==> src/rtl/playseq_sequenciador_preview.sv <==
// Plays the stored sequence on the LEDs before each round: address 0..ultimo,
// each value lit for a level-dependent on-time followed by a fixed dark gap.
module playseq_sequenciador_preview #(
    parameter int unsigned ADDR_W  = 4,
    parameter int unsigned CNT_W   = 12,
    parameter int unsigned ON_SLOW = 1000,
    parameter int unsigned GAP     = 250
) (
    input  logic              clock,
    input  logic              reset,
    input  logic              start,
    input  logic              abort,
    input  logic [1:0]        nivel,
    input  logic [ADDR_W-1:0] ultimo,
    input  logic [3:0]        mem_dado,
    output logic [ADDR_W-1:0] mem_endereco,
    output logic [3:0]        leds,
    output logic              ocupado,
    output logic              fim,
    output logic [3:0]        db_estado
);

    typedef enum logic [2:0] {
        Ocioso  = 3'd0,
        Carrega = 3'd1,
        Acende  = 3'd2,
        Apaga   = 3'd3,
        Avanca  = 3'd4,
        Conclui = 3'd5
    } estado_t;

    estado_t           r_estado, w_estado_d;
    logic [CNT_W-1:0]  r_cnt, w_cnt_d;
    logic [1:0]        r_nivel, w_nivel_d;
    logic [ADDR_W-1:0] r_ultimo, w_ultimo_d;
    logic [ADDR_W-1:0] r_endereco, w_endereco_d;
    logic [3:0]        r_leds, w_leds_d;
    logic [CNT_W-1:0]  w_on_last;
    logic [CNT_W-1:0]  w_gap_last;
    logic [3:0]        w_db;

    // Last count value of each timed phase; on-time shrinks by a power of two per level.
    assign w_on_last  = CNT_W'(ON_SLOW >> r_nivel) - CNT_W'(1);
    assign w_gap_last = CNT_W'(GAP - 1);

    always_ff @(posedge clock or negedge reset) begin
        if (!reset) begin
            r_estado   <= Ocioso;
            r_cnt      <= '0;
            r_nivel    <= '0;
            r_ultimo   <= '0;
            r_endereco <= '0;
            r_leds     <= '0;
        end else begin
            r_estado   <= w_estado_d;
            r_cnt      <= w_cnt_d;
            r_nivel    <= w_nivel_d;
            r_ultimo   <= w_ultimo_d;
            r_endereco <= w_endereco_d;
            r_leds     <= w_leds_d;
        end
    end

    always_comb begin
        w_estado_d   = r_estado;
        w_cnt_d      = r_cnt;
        w_nivel_d    = r_nivel;
        w_ultimo_d   = r_ultimo;
        w_endereco_d = r_endereco;
        w_leds_d     = r_leds;
        if (abort && (r_estado != Ocioso)) begin
            w_estado_d   = Ocioso;
            w_cnt_d      = '0;
            w_endereco_d = '0;
            w_leds_d     = '0;
        end else begin
            case (r_estado)
                Ocioso: begin
                    if (start && !abort) begin
                        w_nivel_d    = nivel;
                        w_ultimo_d   = ultimo;
                        w_endereco_d = '0;
                        w_estado_d   = Carrega;
                    end
                end
                Carrega: begin
                    w_leds_d   = mem_dado;
                    w_cnt_d    = '0;
                    w_estado_d = Acende;
                end
                Acende: begin
                    if (r_cnt == w_on_last) begin
                        w_leds_d   = '0;
                        w_cnt_d    = '0;
                        w_estado_d = Apaga;
                    end else begin
                        w_cnt_d = r_cnt + CNT_W'(1);
                    end
                end
                Apaga: begin
                    if (r_cnt == w_gap_last) begin
                        w_cnt_d    = '0;
                        w_estado_d = (r_endereco == r_ultimo) ? Conclui : Avanca;
                    end else begin
                        w_cnt_d = r_cnt + CNT_W'(1);
                    end
                end
                Avanca: begin
                    w_endereco_d = r_endereco + ADDR_W'(1);
                    w_estado_d   = Carrega;
                end
                Conclui: begin
                    w_endereco_d = '0;
                    w_estado_d   = Ocioso;
                end
                default: begin
                    w_estado_d   = Ocioso;
                    w_cnt_d      = '0;
                    w_endereco_d = '0;
                    w_leds_d     = '0;
                end
            endcase
        end
    end

    always_comb begin
        w_db = 4'hF;
        case (r_estado)
            Ocioso:  w_db = 4'h0;
            Carrega: w_db = 4'h1;
            Acende:  w_db = 4'h2;
            Apaga:   w_db = 4'h3;
            Avanca:  w_db = 4'h4;
            Conclui: w_db = 4'h5;
            default: w_db = 4'hF;
        endcase
    end

    assign mem_endereco = r_endereco;
    assign leds         = r_leds;
    assign ocupado      = (r_estado != Ocioso);
    assign fim          = (r_estado == Conclui);
    assign db_estado    = w_db;

endmodule

==> config.mk <==
export PLATFORM = sky130hd
export DESIGN_NAME = playseq_sequenciador_preview
export DESIGN_NICKNAME = d
export VERILOG_FILES = /design/src/rtl/playseq_sequenciador_preview.sv
export SDC_FILE = /design/constraint.sdc
export NUM_CORES = 1
export LEC_CHECK = 0
export ABC_AREA = 1
export CAP_MARGIN = 5
export CORE_ASPECT_RATIO = 0.8
export CORE_UTILIZATION = 35
export DETAILED_ROUTE_END_ITERATION = 10
export GPL_TIMING_DRIVEN = 1
export SLEW_MARGIN = 40
export SYNTH_ARGS = -nofsm -noshare
export SYNTH_HDL_FRONTEND = slang
export SYNTH_SLANG_ARGS = --single-unit
export TNS_END_PERCENT = 50
==> constraint.sdc <==
create_clock -name clock -period 2.5 [get_ports clock]
set_input_delay 0.625 -clock clock [delete_from_list [all_inputs] [get_ports clock]]
set_output_delay 0.625 -clock clock [all_outputs]
set_load 0.1 [all_outputs]
==> results.py <==
metrics = {
    "timing": {
        "max_freq_mhz": 515,
        "fin_crit_sh_pct": 77.6,
        "relSlewSlack_pct": 73.8,
        "fin_tns_setup_ns": 0,
        "slew_violations": 0,
        "hold_violations": 0,
        "whs_ns": 0.476,
        "worst_slew_pin_slew_ns": 0.393,
        "rsz0062_at_grt": "false",
        "finalCriticalPeriod_ns": 1.94,
        "setup_viol": 0,
        "fin_skew_ns": 0.0103,
    },
    "logic_synthesis": {
        "synth_cells": 237,
        "syn_area_per_cell_um2": 7.89,
        "netlist_area_mm2": 0.00187,
        "yosys_register_bits": 29,
        "synth.yosys.seq_area_share_pct": 38.8,
        "synth_nets": 259,
        "synth_cell_types": 33,
        "yosys_warnings": 0,
    },
    "route": {
        "dr.pass1.iters": 4,
        "routed_wl_um": 3900,
        "ant_nets": 0,
        "vias": 1562,
        "first_iter_violations": 126,
        "via_per_inst": 4.75,
        "drcViolationCount": 0,
        "wl_per_cell_um": 11.8,
    },
    "setup_path": {
        "worstPathArrival_ns": 2.11,
        "path_buf_inv": 2,
        "crit_chain": "inv_1, ha_1, inv_1, nand2_1, nand2_1, nand3_1, nor2_1, nand3_2, nand2_2, nand2_2, o21bai_1, nor2_1",
        "crit_family": "simple AND/OR/NAND/NOR gates",
        "critical_path_class": "reg2reg",
        "path_max_fanout": 5,
        "endpoint_kind": "register",
        "cp.required_ns": 2.67,
        "slowest_stage": "dfrtp_1",
        "crit_path_start_kind": "register",
        "max_stage_delay_ns": 0.44,
    },
    "finish": {
        "finalNonFillerCells": 329,
        "area_growth_pct": 20.1,
        "final_common_cell": "nand2_1",
        "antenna_cells": 0,
        "nNetsFinal": 288,
        "drive_gt1_share_pct": 19.9,
        "final_cell_mix": "55 x nand2_1, 29 x dfrtp_1, 27 x nor2_1",
    },
    "grt": {
        "antenna_found_initial": 0,
        "grt_pass1_vias": 1368,
        "grt_pass1_wl_um": 6540,
        "overflow": 0,
        "grt_max_degree": 30,
        "track_usage_pct": 15.2,
    },
    "floorplanning": {
        "die_area_mm2": 0.00564,
        "rows": 23,
        "initial_utilization_pct": 36.9,
        "fp.dieH_um": 67.4,
        "chipWidth_um": 83.7,
        "num_io_pins": 28,
        "core_area_mm2": 0.00506,
    },
    "clock_network": {
        "clockBufferDepth": 2,
        "cts_hold_buf": 0,
        "cts.htree.levels": 2,
        "clk-insertion-delay-late_ns": 0.28,
        "tritoncts": "yes",
        "cts.root.buffer_cell": "clkbuf_8",
        "clk_pin_slew_ns": 0.07,
        "postCtsSetupRepairBufs": 0,
        "cts_resized": 0,
        "cts_made_buffers": 5,
        "cts.sinks": 29,
    },
    "pwr": {
        "ir_drop_uv": 677,
        "leakagePower_nw": 1.09,
        "powerDensity_mw_per_mm2": 1050,
    },
    "placement": {
        "dpl.cell_count": 321,
        "dp_hpwl_um": 2910,
        "io_buffers": 27,
        "place_congestion": 0.798,
    },
    "run": {
        "drv_cap": 0,
    },
    "status": {
        "status": "finished, final reports clean",
    },
    "worst_hold_path": {
        "worstHoldPathType": "reg2reg",
    },
}
through the flow:
| step | util, % | setup WS (ns) | total power, mW | instance area [µm²] |
|---|---|---|---|---|
| final | 44.3 | 0.559 | 2.36 | 2250 |
| after global routing | 44.3 | 0.385 | 2.54 | 2250 |
| after CTS | 44.3 | 0.560 | 2.38 | 2250 |
| after detailed placement | 42.3 | 0.289 | 1.94 | 2140 |
| after global placement | 42.3 | 0.292 | 1.93 | 2140 |
| after floorplan | - | 0.0706 | 1.70 | 1870 |
path summary, 6_finish.rpt:
check | start | endpoint | slack [ns] | depth (start not counted)
max | r_nivel[1] | r_cnt[10] | 0.56 | 12
min | leds[1] | leds[1] | 0.48 | 2
max reg2reg | r_nivel[1] | r_cnt[10] | 0.56 | 12
min reg2reg | leds[1] | leds[1] | 0.48 | 2
max in group asynchronous | reset | r_nivel[0] | 1.48 | 2
min in group asynchronous | reset | r_cnt[2] | 0.73 | 2
worst reg2reg max path: cells and delay by family, from the launching register on:
family                   cells  cell delay (ns)
adder cells (fa/ha/maj)      1             0.31
buffers and inverters        2             0.18
AO/OA/AOI/OAI                1             0.25
AND/OR/NAND/NOR              8             0.67
flip-flops                   1             0.44
final cells by class:
cell class | count | area, µm²
clock inverter | 1 | 5.00
inverter | 31 | 116
sequential | 29 | 726
clock buffer | 7 | 96.3
timing repair buffer | 28 | 243
multi-input combinational | 171 | 982
tap | 62 | 77.6
fill | 513 | 2820
synth_stat cells, drive strengths merged:
library cell  number  share of area [%]
buf                4                2.1
xor2              10                4.7
or2                1               0.33
o41ai              1               0.47
o22ai              1               0.33
dfrtp             29                 39
nand3             19                5.6
nor3               5                1.6
a31oi              1               0.33
o21bai             1               0.40
ha                 8                5.4
nand2             61                 14
a32o               2                1.1
clkinv             1               0.20
xnor2              5                2.3
mux2               4                2.4
clkbuf             2               0.40
inv               30                6.0
a21oi              5                1.3
nand4              5                1.7
o21ai             13                4.9
nor2              29                6.1
sequential cells by signal, summed over array words and instances (netlist names):
| register | count |
|---|---|
| r_estado | 3 |
| leds | 4 |
| mem_endereco | 4 |
| r_ultimo | 4 |
| r_cnt | 12 |
| r_nivel | 2 |
metal layers:
layer	wire, µm	vias up	GRT usage (%)
met2	1540	28	21.0
li1	-	817	-
met5	0	-	0
met3	197	5	4.16
met4	34	0	4.45
met1	2130	712	22.6
where the power goes:
part / leakage [nW] / switching (mW) / internal [mW] / total, mW
clock network: 0.0542 / 0.185 / 0.249 / 0.434
logic: 0.651 / 0.896 / 0.351 / 1.25
registers: 0.384 / 0.105 / 0.572 / 0.677
total: 1.09 / 1.19 / 1.17 / 2.36
kinds of logic after synthesis:
logic type               share of synthesized area, %
AND/OR/NAND/NOR                                  28.9
buffers and inverters                            8.70
flip-flops                                       38.8
AO/OA/AOI/OAI                                    8.83
XOR/XNOR                                         7.02
adder cells (fa/ha/maj)                          5.35
multiplexers                                     2.41
(Power assumes the default switching activity.)
